## config.mk

```make
export PLATFORM = sky130hd
export DESIGN_NAME = fib_hash_arbiter
export DESIGN_NICKNAME = d
export VERILOG_FILES = /design/src/rtl/fib_pkg.sv /design/src/rtl/fib_rr_pick.sv /design/src/rtl/fib_hash_arbiter.sv
export SDC_FILE = /design/constraint.sdc
export NUM_CORES = 1
export LEC_CHECK = 0
export ABC_AREA = 1
export CAP_MARGIN = 20
export CORE_ASPECT_RATIO = 0.8
export CORE_MARGIN = 2
export CORE_UTILIZATION = 41
export DETAILED_ROUTE_END_ITERATION = 6
export GPL_ROUTABILITY_DRIVEN = 0
export PLACE_DENSITY = 0.81
export SYNTH_ARGS = -nofsm -noshare
export SYNTH_HDL_FRONTEND = slang
export SYNTH_SLANG_ARGS = --single-unit
```

## constraint.sdc

```tcl
create_clock -name clk -period 1.2 [get_ports clk]
set_input_delay 0.18 -clock clk [delete_from_list [all_inputs] [get_ports clk]]
set_output_delay 0.18 -clock clk [all_outputs]
set_load 0.03 [all_outputs]
```

## src/rtl/fib_pkg.sv

```systemverilog
// -----------------------------------------------------------------------------
// fib_pkg
//   Shared constants and types for the FIB hash-unit arbiter and related
//   FIB/PIT arbitration logic.
//
//   PREFIX_W / LEN_W / HASH_W : default datapath widths
//   arb_state_t               : arbiter FSM state (IDLE, WAIT, DONE)
//   req_id_t                  : requester identity (insert or lookup path)
// -----------------------------------------------------------------------------
package fib_pkg;

    localparam int unsigned PREFIX_W = 64;
    localparam int unsigned LEN_W    = 6;
    localparam int unsigned HASH_W   = 10;

    typedef enum logic [1:0] {
        IDLE = 2'd0,
        WAIT = 2'd1,
        DONE = 2'd2
    } arb_state_t;

    typedef enum logic {
        REQ_INS = 1'b0,
        REQ_LKP = 1'b1
    } req_id_t;

endpackage : fib_pkg

```

## src/rtl/fib_rr_pick.sv

```systemverilog
// -----------------------------------------------------------------------------
// fib_rr_pick
//   Combinational 2-way round-robin pick. On a tie the requester that did not
//   win last time is chosen; a lone requester always wins.
//
//   req[1:0]   : request vector, indexed by req_id_t
//   last_owner : requester that won the previous arbitration
//   winner     : selected requester (only meaningful when any is high)
//   any        : at least one request is pending
// -----------------------------------------------------------------------------
module fib_rr_pick
    import fib_pkg::*;
(
    input  logic [1:0] req,
    input  req_id_t    last_owner,
    output req_id_t    winner,
    output logic       any
);

    always_comb begin
        any    = req[REQ_INS] | req[REQ_LKP];
        winner = REQ_INS;
        if (req[REQ_INS] && req[REQ_LKP]) begin
            if (last_owner == REQ_INS) begin
                winner = REQ_LKP;
            end else begin
                winner = REQ_INS;
            end
        end else if (req[REQ_LKP]) begin
            winner = REQ_LKP;
        end
    end

endmodule : fib_rr_pick

```

## src/rtl/fib_hash_arbiter.sv

```systemverilog
// -----------------------------------------------------------------------------
// fib_hash_arbiter
//   Shares the FIB's single hash unit between the insert path and the
//   lookup (longest-prefix-match) path. One transaction at a time: pick a
//   winner, present its prefix/len to the hash unit, wait HASH_LAT cycles,
//   capture the hash and pulse the winner's done for one cycle.
//
//   clk, rst                 : clock, synchronous active-high reset
//   ins_req/_prefix/_len     : insert request (held until ins_gnt)
//   ins_gnt, ins_done        : one-cycle accept / result-valid pulses
//   lkp_req/_prefix/_len     : lookup request (held until lkp_gnt)
//   lkp_gnt, lkp_done        : one-cycle accept / result-valid pulses
//   hash_out                 : captured hash, held until the next capture
//   hash_prefix_in/_len_in   : drive the hash unit, stable issue->capture
//   hash_value               : hash unit result
//   busy                     : high whenever the FSM is not IDLE
// -----------------------------------------------------------------------------
module fib_hash_arbiter #(
    parameter int unsigned PREFIX_W = fib_pkg::PREFIX_W,
    parameter int unsigned LEN_W    = fib_pkg::LEN_W,
    parameter int unsigned HASH_W   = fib_pkg::HASH_W,
    parameter int unsigned HASH_LAT = 1
) (
    input  logic                clk,
    input  logic                rst,

    input  logic                ins_req,
    input  logic [PREFIX_W-1:0] ins_prefix,
    input  logic [LEN_W-1:0]    ins_len,
    output logic                ins_gnt,
    output logic                ins_done,

    input  logic                lkp_req,
    input  logic [PREFIX_W-1:0] lkp_prefix,
    input  logic [LEN_W-1:0]    lkp_len,
    output logic                lkp_gnt,
    output logic                lkp_done,

    output logic [HASH_W-1:0]   hash_out,
    output logic [PREFIX_W-1:0] hash_prefix_in,
    output logic [LEN_W-1:0]    hash_len_in,
    input  logic [HASH_W-1:0]   hash_value,

    output logic                busy
);

    import fib_pkg::*;

    // One extra bit so the post-capture increment (reaching HASH_LAT) fits.
    localparam int unsigned      CNT_W    = $clog2(HASH_LAT) + 1;
    localparam logic [CNT_W-1:0] CNT_LAST = CNT_W'(HASH_LAT - 1);
    localparam logic [CNT_W-1:0] CNT_ONE  = CNT_W'(1);

    arb_state_t          state_q,      state_d;
    req_id_t             owner_q,      owner_d;
    req_id_t             last_owner_q, last_owner_d;
    logic [CNT_W-1:0]    wait_cnt_q,   wait_cnt_d;
    logic [PREFIX_W-1:0] prefix_q,     prefix_d;
    logic [LEN_W-1:0]    len_q,        len_d;
    logic [HASH_W-1:0]   hash_q,       hash_d;
    logic                ins_gnt_q,    ins_gnt_d;
    logic                lkp_gnt_q,    lkp_gnt_d;
    logic                ins_done_q,   ins_done_d;
    logic                lkp_done_q,   lkp_done_d;

    req_id_t             winner;
    logic                any_req;
    logic [1:0]          req_vec;

    always_comb begin
        req_vec          = '0;
        req_vec[REQ_INS] = ins_req;
        req_vec[REQ_LKP] = lkp_req;
    end

    fib_rr_pick u_pick (
        .req        (req_vec),
        .last_owner (last_owner_q),
        .winner     (winner),
        .any        (any_req)
    );

    // State register
    always_ff @(posedge clk) begin
        if (rst) begin
            state_q      <= IDLE;
            owner_q      <= REQ_INS;
            last_owner_q <= REQ_LKP;
            wait_cnt_q   <= '0;
            prefix_q     <= '0;
            len_q        <= '0;
            hash_q       <= '0;
            ins_gnt_q    <= 1'b0;
            lkp_gnt_q    <= 1'b0;
            ins_done_q   <= 1'b0;
            lkp_done_q   <= 1'b0;
        end else begin
            state_q      <= state_d;
            owner_q      <= owner_d;
            last_owner_q <= last_owner_d;
            wait_cnt_q   <= wait_cnt_d;
            prefix_q     <= prefix_d;
            len_q        <= len_d;
            hash_q       <= hash_d;
            ins_gnt_q    <= ins_gnt_d;
            lkp_gnt_q    <= lkp_gnt_d;
            ins_done_q   <= ins_done_d;
            lkp_done_q   <= lkp_done_d;
        end
    end

    // Next-state logic. gnt/done are registered here so each is a clean
    // one-cycle pulse aligned with the first WAIT cycle / the DONE cycle.
    always_comb begin
        state_d      = state_q;
        owner_d      = owner_q;
        last_owner_d = last_owner_q;
        wait_cnt_d   = wait_cnt_q;
        prefix_d     = prefix_q;
        len_d        = len_q;
        hash_d       = hash_q;
        ins_gnt_d    = 1'b0;
        lkp_gnt_d    = 1'b0;
        ins_done_d   = 1'b0;
        lkp_done_d   = 1'b0;

        unique case (state_q)
            IDLE: begin
                if (any_req) begin
                    if (winner == REQ_INS) begin
                        prefix_d = ins_prefix;
                        len_d    = ins_len;
                    end else begin
                        prefix_d = lkp_prefix;
                        len_d    = lkp_len;
                    end
                    owner_d      = winner;
                    last_owner_d = winner;
                    wait_cnt_d   = '0;
                    ins_gnt_d    = (winner == REQ_INS);
                    lkp_gnt_d    = (winner == REQ_LKP);
                    state_d      = WAIT;
                end
            end

            WAIT: begin
                wait_cnt_d = wait_cnt_q + CNT_ONE;
                if (wait_cnt_q == CNT_LAST) begin
                    hash_d     = hash_value;
                    ins_done_d = (owner_q == REQ_INS);
                    lkp_done_d = (owner_q == REQ_LKP);
                    state_d    = DONE;
                end
            end

            DONE: begin
                state_d = IDLE;
            end

            default: begin
                state_d = IDLE;
            end
        endcase
    end

    // Output logic
    always_comb begin
        ins_gnt        = ins_gnt_q;
        lkp_gnt        = lkp_gnt_q;
        ins_done       = ins_done_q;
        lkp_done       = lkp_done_q;
        hash_out       = hash_q;
        hash_prefix_in = prefix_q;
        hash_len_in    = len_q;
        busy           = (state_q != IDLE);
    end

endmodule : fib_hash_arbiter

```

# Yosys cells after proc, flatten, opt, wreduce, memory -nomap -nowiden

Index checks and enable logic that the tools add are counted.
W data, S select, Z words.

$add $sub $neg: 1
Equal/unequal tests: 3
Muxes and demuxes: 10
Bitwise gates (word level): 7
Reduce and logical (&&, ||, !) cells: 10

Operators with widths:

| cell                  | count |
|---|---|
| $mux W64              | 1 |
| $reduce_and A2 Y1     | 4 |
| $mux W6               | 1 |
| $not A1 Y1            | 6 |
| $reduce_or A3 Y1      | 2 |
| $mux W1               | 4 |
| $mux W2               | 2 |
| $ne A2 B2 Y1 const B  | 2 |
| $pmux W2 S2           | 1 |
| $reduce_bool A2 Y1    | 2 |
| $eq A2 B1 Y1 const B  | 1 |
| $logic_not A2 Y1      | 1 |
| $pmux W1 S2           | 1 |
| $add A1 B1 Y1 const B | 1 |
| $logic_and A1 B1 Y1   | 1 |
| $or A1 B1 Y1          | 1 |

Register bits after elaboration: 89
Input port bits: 154
Output and inout bits: 85
Word-level logic and storage cells: 42

# Logic depth before layout (Yosys ltp)

Gate-level depths: netlist of the first run.

Depth after elaboration: 3
Mapped depth: 7

# By module

A second synthesis of the first run with hierarchy kept.

Cells, all modules: 632
Area total of the unflattened synthesis: 4031.4 sq um

Modules (own cells, without submodules):

| module           | times used | cells each | area an instance (sq um) |
|---|---|---|---|
| fib_hash_arbiter | 1          | 629        | 4016.4 |
| fib_rr_pick      | 1          | 3          | 15.0 |

# Least setup slack after synthesis of the first run

OpenSTA, ideal clock, no wires.

Path kind: reg2reg
From: reg state_q[1]
To: reg len_q[0], in the netlist hash_len_in[0]
Setup time: 0.112 ns
Data arrival time: 1.220 ns
Required time: 1.088 ns
Setup slack: -0.132 ns
Stages on the path, launching flop included: 8
Path buffers: 1
Period minus slack after synthesis: 1.332 ns
Cell sequence: dfxtp_1 inv_1 nand2_1 nor2_4 buf_4 nand2_1 nor2_1 nor2_1

Word-level cells in the longest chain between the ends: 2

Ends and longest elaborated chain:

| what                               | line                    | RTL |
|---|---|---|
| start, declared                    | fib_hash_arbiter.sv:54  | `arb_state_t state_q, state_d;` |
| start signal, assigned             | fib_hash_arbiter.sv:98  | `state_q <= state_d;` |
| $logic_not A2 Y1                   | fib_hash_arbiter.sv:127 | `unique case (state_q)` |
| $reduce_and A2 Y1 (no source line) | --                      |  |
| end signal, assigned               | fib_hash_arbiter.sv:103 | `len_q <= len_d;` |
| end, declared                      | fib_hash_arbiter.sv:59  | `logic [LEN_W-1:0] len_q, len_d;` |

Every way passes these cells.
A chain may end at the register's enable or synchronous reset.

# Final worst setup path of the first run

From: reg state_q[1]
To: out busy

Word-level cells in the longest chain between the ends: 1

Ends and longest elaborated chain:

| what               | line                    | RTL |
|---|---|---|
| $reduce_bool A2 Y1 | fib_hash_arbiter.sv:175 | `busy = (state_q != IDLE);` |
| end, declared      | fib_hash_arbiter.sv:44  | `output logic busy` |

Every way passes these cells.

==> results.md, run 1 <==
* Crit share post-route at 103%
* Vias in the first global route at between 4k and 5k
* Commonest non-fill, non-tap cell in the layout: nand2_1
* Gr usage total at 22.0%
* Die area at 12700 um^2
* Total power at 0.0104 W
* H-tree Lvls at 3
* First-pass GRT wire length at between 20000 and 25000 um
* Layout cells sized above 1 at 15.1%
* Synth warn at 0
* Failing checks: negative setup slack
* Die width at 126 um
* Min Hold Slack at around 0.43 ns
* Crit start category: flip-flop
* Cell Rows at 35
* Finished Cell Area at 7920 um^2
* Diode count at 0
* DR iter-0 viols at 180
* Pleak at between 3 and 4 nW
* I/O Pins at 239
* Final Net Count at around 1.1k
* Syn Inst Count at 765
* Post-route minimum period at 1.23 ns
* Post-synth net total at 919
* Fmax at 0.811 GHz
* Worst-path maximum fanout at 2
* Commonest non-fill, non-tap cells in the layout: nand2_1 (215), nor2_1 (163), clkdlybuf4s50_1 (151), dfxtp_1 (87), inv_1 (73)
* Status: complete, but fails checks
* Max Slew Vio Count at 0
* Bufs on Longest Clock Path at 2
* Synth top area share at 36.7%
* Worst rel slew slack at 81.4%
* Root Buffer: clkbuf_16
* RSZ-0062 raised after global routing: true
* DP HPWL at 10100 um
* Mapped Area at approximately 4900 um^2
* Synthesized flop and latch total at 89
* Initial cell density of the core at 42.1%
* Final Hold Viols at 0
* Slew @ Worst Pin at 0.279 ns
* Cts hold-fix bufs at 0
* Total of max-cap violations at 0
* Largest cells by area after synthesis: dfxtp_1 (37%), nand2_1 (17%), nor2_1 (13%), a21boi_0 (9.3%), nand3_1 (7.4%)
* DR vias at 5322
* Initial antenna violation count at 0
* Core Region at approximately 12000 um^2
* Post-DR vias/cell at 4.66
* TritonCTS Sinks at around 90
* Final WS setup at -0.0326 ns
* DRC violations left at 0
* Hold Path Class: input pin to flip-flop
* Num CTS Buffers at 9
* Die height at 101 um
* WL per Instance at between 10 and 15 um
* Largest net degree at the start of global routing at 71
* GRT overflow at 0
* # port buffers at between 200 and 250
* Layout area overhead at 63.2%
* Clock slew at reported path FFs at 0.07 ns
* Router iterations before antenna repair at 4
* Routed Antenna Nets at 0
* Setup CP Type: flip-flop to output pin
* Placed inst area at 7430 um^2
* Syn_area_per_cell at 6.34 um^2
* PwrDens at 1310 nW/um^2
* Largest area contributor in the netlist: dfxtp_1
* Critical Path Sink Type: output pin
* Routed WL at 14900 um
* Endpoints failing setup at 1
* CTS tree: yes
* Critical Path RT at 1.02 ns
* Count of different cell masters after synthesis at 18
* Final Skew at around 0.0059 ns
* Worst EP arrival at 1.05 ns
* Setup WS pre-CTS at -0.392 ns
* Worst vdd ir at about 760 uV
* Clock Latency Late Sink at 0.34 ns
* Seq/Total Area, Yosys at approximately 37%
[through the flow]
step                util (%)  TNS (ns)  std cells
global placement        64.5    -24.31       1118
floorplan                  -         0        765
CTS                     68.1    -0.136       1137
detailed placement      64.5    -26.53       1118
global route            68.8     -2.42       1142
finish                  68.8   -0.0326       1142
[flip-flops by register name, indices dropped and copies added (netlist names)]
name	flops
hash_prefix_in	64
hash_out	10
hash_len_in	6
state_q	2
ins_done	1
ins_gnt	1
last_owner_q	1
lkp_done	1
lkp_gnt	1
owner_q	1
wait_cnt_q	1
[per-layer routing]
layer | share of wire, % | GRT usage [%] | wire, um | vias up
li1 | - | - | - | 2786
met1 | 42 | 26.1 | 6310 | 2339
met2 | 47 | 38.3 | 7040 | 184
met3 | 9.3 | 7.92 | 1380 | 13
met4 | 1.2 | 5.47 | 176 | 0
met5 | 0 | 0 | 0 | -
[timing repair]
action                     4_1_cts  5_1_grt
setup buffers                    2        2
cloned                           1        3
resized for setup              130       32
pin swaps                        2        5
setup endpoints to repair       85       91
[power by group]
group	internal [W]	total (W)	switching (W)	leakage (nW)
Combinational	0.00188	0.00408	0.00221	2.85
Clock	0.00144	0.00271	0.00127	0.133
Sequential	0.00335	0.00358	0.000235	0.739
Total	0.00666	0.0104	0.00371	3.73
[logic make-up (layout without fill, tap and decap cells)]
logic type,after synthesis,count (layout),share of synthesized area [%]
AO/OA/AOI/OAI,84,84,13.0
buffers and inverters,132,361,12.6
AND/OR/NAND/NOR,460,460,37.7
flip-flops,89,89,36.7
[cell usage after synthesis]
cell type / count
clkinv_1: 1
o21bai_1: 10
nand2_1: 219
buf_4: 1
buf_6: 11
nor2_4: 1
buf_2: 23
inv_1: 76
clkbuf_1: 20
dfxtp_1: 89
nand3_1: 72
nand2_2: 1
o21ai_4: 1
a21oi_1: 1
o21ai_0: 2
nor2_1: 167
a21boi_0: 60
a21boi_1: 10
[layout make-up]
cell class / instances / area (um^2)
Fill cell: 1019 / 3600
Tap cell: 148 / 185
Clock buffer: 9 / 225
Sequential cell: 89 / 1790
Timing Repair Buffer: 268 / 2880
Inverter: 77 / 290
Multi-Input combinational cell: 544 / 2500
Clock inverter: 7 / 58.8
[path summary, 6_finish.rpt]
path | from | to | slack (ns) | cells past startpoint
setup / recovery | state_q[1] | busy | -0.03 | 4
hold / removal | hash_value[7] | hash_out[7] | 0.43 | 3
setup reg to reg | state_q[1] | hash_prefix_in[53] | 0.01 | 8
hold reg to reg | owner_q | lkp_done | 0.45 | 2
[critical path, cell delays in order (launching register included)]
cell,delay (ns)
dfxtp_2,0.34
inv_2,0.08
nand2_4,0.06
buf_6,0.11
buf_6,0.13
Power figures use the tool's default switching activity.
==> run 2: changes to the inputs <==
Clock period 1.2 ns to 1.3 ns, I/O delays scaled along.
==> results.md, run 2 (synthesis gave the netlist of run 1 again) <==
* Max reg flops at 64
* Setup TNS at 0 ns
* Slowest-stage cell, CP: clkdlybuf4s15_1
* Endpoints failing setup at 0
* Die height at between 100 and 150 um
* Crit path buf inv count at 1
* Clock Latency Late Sink at roughly 0.34 ns
* Core Region at 11500 um^2
* Pleak at 3.76 nW
* Commonest non-fill, non-tap cells in the layout: nand2_1 (210), nor2_1 (158), clkdlybuf4s50_1 (151), dfxtp_1 (87), inv_1 (73)
* RSZ-0062 raised after global routing: true
* Filler cell count in the final layout at 1016
* Router iterations before antenna repair at 5
* Final Skew at 0.00573 ns
* CP delay by family, top: buffers and inverters
* Worst EP arrival at 1.08 ns
* Crit start category: flip-flop
* Critical path, cell by cell: clkdlybuf4s15_1
* Routed WL at 14800 um
* H-tree Lvls at 3
* Finished Core Util at 69.0%
* Die area at 12700 um^2
* Status: finished clean
* Post-route minimum period at around 1.3 ns
* Vias in the first global route at 4701
* I/O Pins at 239
* Fmax at around 0.8 GHz
* WL per Instance at ~13 um
* Slew @ Worst Pin at roughly 0.35 ns
* Critical Path RT at between 1 and 1.5 ns
* Worst vdd ir at about 600 uV
* Total of max-cap violations at 0
* Initial antenna violation count at 0
* Final Net Count at 1142
* First-pass GRT wire length at 22900 um
* Finished Cell Area at between 7000 and 8000 um^2
* Layout area overhead at 63.9%
* DRC violations left at 0
* Placed inst area at roughly 7500 um^2
* DP HPWL at ~10000 um
* CP max stage delay at 0.38 ns
* Multi-input combinational cell area at 2550 um^2
* Bufs on Longest Clock Path at 2
* Max Slew Vio Count at 0
* Layout cells sized above 1 at under 10%
* # port buffers at 238
* Worst-path maximum fanout at 2
* DR vias at 5277
* Worst rel slew slack at 76.5%
* Largest net degree at the start of global routing at 45
* PwrDens at 1210 nW/um^2
* TritonCTS Sinks at between 80 and 90
* Die width at 126 um
* Crit share post-route at 98.1%
* Clock slew at reported path FFs at 0.07 ns
* Num CTS Buffers at 9
* DR iter-0 viols at just over 200
* Hold Path Class: input pin to flip-flop
* Diode count at 0
* GRT overflow at 0
* Root Buffer: clkbuf_16
* Post-DR vias/cell at 4.62
* Final Hold Viols at 0
* Setup CP Type: flip-flop to output pin
* Total power at 0.00961 W
* Initial cell density of the core at 42.1%
* Cell Rows at 35
* Gr usage total at 22.0%
* Critical Path Sink Type: output pin
* CTS tree: yes
* Routed Antenna Nets at 0
* FF+latch area at between 1500 and 2000 um^2
* Commonest non-fill, non-tap cell in the layout: nand2_1
[run 2: cell types whose count changed in the layout (fill, tap and decap cells not counted), sizes merged]
cell           change
dlygate4sd2       +14
clkinv             +1
clkinvlp           -1
bufinv             +1
bufbuf             -1
clkdlybuf4s18      -2
inv                -1
buf               -47
clkbuf            +14
dlymetal6s2s       +1
clkdlybuf4s15     +20
[run 2: repair_timing]
item                                    CTS  global route
hold endpoints to repair                  0             0
pin swaps                                 0            12
setup buffers                             0             2
endpoints found under the setup margin   79           125
resized for setup                        98            90
cloned                                    0             3
hold buffers                              0             0
[run 2: path summary, 6_finish.rpt]
| check | start | slack (ns) | cells after the start | to |
|---|---|---|---|---|
| worst max-delay path | hash_prefix_in[15] | 0.02 | 1 | hash_prefix_in[15] |
| worst min-delay path | lkp_req | 0.19 | 3 | lkp_gnt |
| worst max register to register | state_q[1] | 0.03 | 8 | hash_prefix_in[25] |
| worst min register to register | owner_q | 0.44 | 1 | ins_done |
[run 2: worst reg2reg max path: stages (launching register included)]
cell and delay (ns):
dfxtp_2 0.33, inv_2 0.07, nand2_4 0.06, nor2_4 0.21
buf_12 0.15, clkbuf_16 0.16, nand2_1 0.05, nor2_1 0.09
nor2_1 0.05
[run 2: layout make-up]
type	count	share of cell area (%)
clock inverter	7	0.975
timing repair buffer	267	35.7
inverter	77	3.63
sequential	89	22.4
clock buffer	9	2.83
multi-input combinational	544	32.0
tap	148	2.33
[run 2: metrics by stage]
step | hold WS (ns) | cells | setup WS [ns]
finish | 0.194 | 1141 | 0.0245
global route | 0.215 | 1141 | -0.0479
CTS | 0.178 | 1136 | 0.00188
detailed placement | 0.430 | 1120 | -0.307
global placement | 0.426 | 1120 | -0.292
floorplan | 0.330 | 765 | 0.0634
[run 2: report_power, final]
group	total [W]	leakage [nW]	switching [W]	internal (W)
Sequential	0.00328	0.739	0.000188	0.00309
Clock	0.00264	0.146	0.00113	0.00151
Combinational	0.00370	2.87	0.00208	0.00162
[run 2: routing by layer]
layer	up-vias	wire length, um	part of all wire (%)	global-route usage (%)
met5	-	0	0	0
met4	0	167	1.1	5.98
met3	13	1160	7.9	6.81
met2	188	6920	47	37.6
met1	2290	6560	44	27.0
li1	2786	-	-	-
==> run 3: changes to the inputs <==
Settings changed: CORE_MARGIN 2 to not set, TNS_END_PERCENT set to 1.
==> results.md, run 3 (synthesis gave the netlist of run 1 again) <==
* Commonest non-fill, non-tap cell in the layout: nand2_1
* Endpoints failing setup at 0
* Finished Cell Area at 7760 um^2
* Routed met3 length at 1330 um
* Pleak at 3.70 nW
* Max Slew Vio Count at 0
* Num CTS Buffers at 9
* Worst rel slew slack at approximately three quarters
* Initial antenna violation count at 0
* Commonest non-fill, non-tap cells in the layout: nand2_1 (218), nor2_1 (166), clkdlybuf4s50_1 (151), dfxtp_1 (89), inv_1 (75)
* Total of max-cap violations at 0
* TritonCTS Sinks at 89
* RSZ-0062 raised after global routing: true
* WHS Path Cells at 5
* Hold Path Class: input pin to flip-flop
* Cts hold-fix bufs at 0
* Critical path, cell by cell: dlygate4sd2_1
* CP delay by family, top: buffers and inverters
* Final Net Count at 1139
* Vias in the first global route at 4616
* Clock slew at reported path FFs at 0.07 ns
* PwrDens at approximately 1200 nW/um^2
* DR iter-0 viols at 235
* Largest net degree at the start of global routing at 56
* Worst-path maximum fanout at 2
* DRC violations left at 0
* Slowest-stage cell, CP: dlygate4sd2_1
* First-pass GRT wire length at 22300 um
* Reg2reg start: state_q[1]
* Placed Cells at 1119
* Router iterations before antenna repair at 4
* WL per Instance at 12.6 um
* Post-DR vias/cell at 4.59
* # port buffers at approximately 240
* Slew @ Worst Pin at 0.385 ns
* Hold Crit Start: lkp_req
* Crit start category: flip-flop
* DP HPWL at 9970 um
* Critical Path Sink Type: output pin
* Setup CP Type: flip-flop to output pin
* Bufs on Longest Clock Path at 2
* Final Hold Viols at 0
* R2R depth at 8
* Post-route minimum period at 1.26 ns
* Die area at approximately 12000 um^2
* Fmax at 0.792 GHz
* Status: finished clean
* Critical Path RT at 1.11 ns
* Top routing layer used: met4
* I/O Pins at 239
* Final WS setup at 0.0371 ns
* Root Buffer: clkbuf_16
* Critical path startpoint: hash_prefix_in[36]
* Routed wl met2 at 6570 um
* Layout area overhead at 60.0%
* Max reg flops at between 60 and 70
* Total power at 0.00944 W
* Die height at 99.3 um
* Core Region at ~12000 um^2
* Die width at 124 um
* DR vias at approximately 5.2k
* Cell depth of the worst setup path at 1
* Routed WL at 14400 um
* Routed Antenna Nets at 0
* H-tree Lvls at 3
* Layout cells sized above 1 at 6.46%
* Finished Layout Cells at 1138
* CP max stage delay at 0.42 ns
* Worst vdd ir at 685 uV
* Final Skew at 0.00787 ns
* Diode count at 0
* Wl on met1 at 6400 um
* CTS tree: yes
* Cell Rows at 35
* Crit path buf inv count at 1
* Clock Latency Late Sink at around 0.33 ns
* Worst EP arrival at 1.07 ns
* GRT overflow at 0
* Placed inst area at roughly 7400 um^2
* Setup WS pre-CTS at -0.364 ns
* Initial cell density of the core at 42.1%
* Crit share post-route at 97.1%
* Min Hold Slack at between 0.4 and 0.5 ns
* Gr usage total at approximately 23%
==> run 3: changes by cell type in the layout (fill, tap and decap cells not counted), moves of 3 or more <==
cell | previous run | this run
nand2_1 | 210 | 218
nor2_1 | 158 | 166
buf_12 | 23 | 16
clkdlybuf4s15_1 | 50 | 55
nand2_4 | 6 | 1
nor2_2 | 6 | 1
buf_4 | 10 | 13
clkbuf_2 | 13 | 10
inv_2 | 4 | 1
nand2_2 | 4 | 1
nor2_4 | 4 | 1
==> run 3: repair_timing <==
item	4_1_cts	5_1_grt
endpoints found under the setup margin	86	116
gates resized for setup	85	77
buffers inserted	0	1
cloned	0	2
pin swaps	0	1
==> run 3: power by group <==
part / internal (W) / leakage, nW / total (W) / switching, W
clock: 0.00155 / 0.149 / 0.00266 / 0.00111
combinational: 0.00150 / 2.81 / 0.00351 / 0.00200
sequential: 0.00309 / 0.738 / 0.00328 / 0.000187
==> run 3: path summary, 6_finish.rpt <==
kind	slack, ns	endpoint
setup / recovery	0.04	hash_prefix_in[36]
hold / removal	0.43	owner_q
setup reg to reg	0.08	hash_prefix_in[8]
hold reg to reg	0.45	lkp_done
==> run 3: layout make-up <==
type,instances,area (um^2)
inverter,77,290
sequential,89,1780
clock inverter,6,65.1
fill,1028,3750
multi-input combinational,544,2470
clock buffer,10,239
timing repair buffer,264,2730
tap,148,185
==> run 3: through the flow <==
step / TNS (ns) / util [%]
finish: 0 / 67.4
global route: -0.0688 / 67.4
CTS: 0 / 66.4
detailed placement: -22.50 / 64.6
global placement: -20.13 / 64.6
floorplan: 0 / -
==> run 3: per-layer routing <==
layer	vias up	GRT usage [%]
met4	0	4.45
met1	2272	27.5
li1	2787	-
met3	7	9.00
met5	-	0
met2	155	38.6
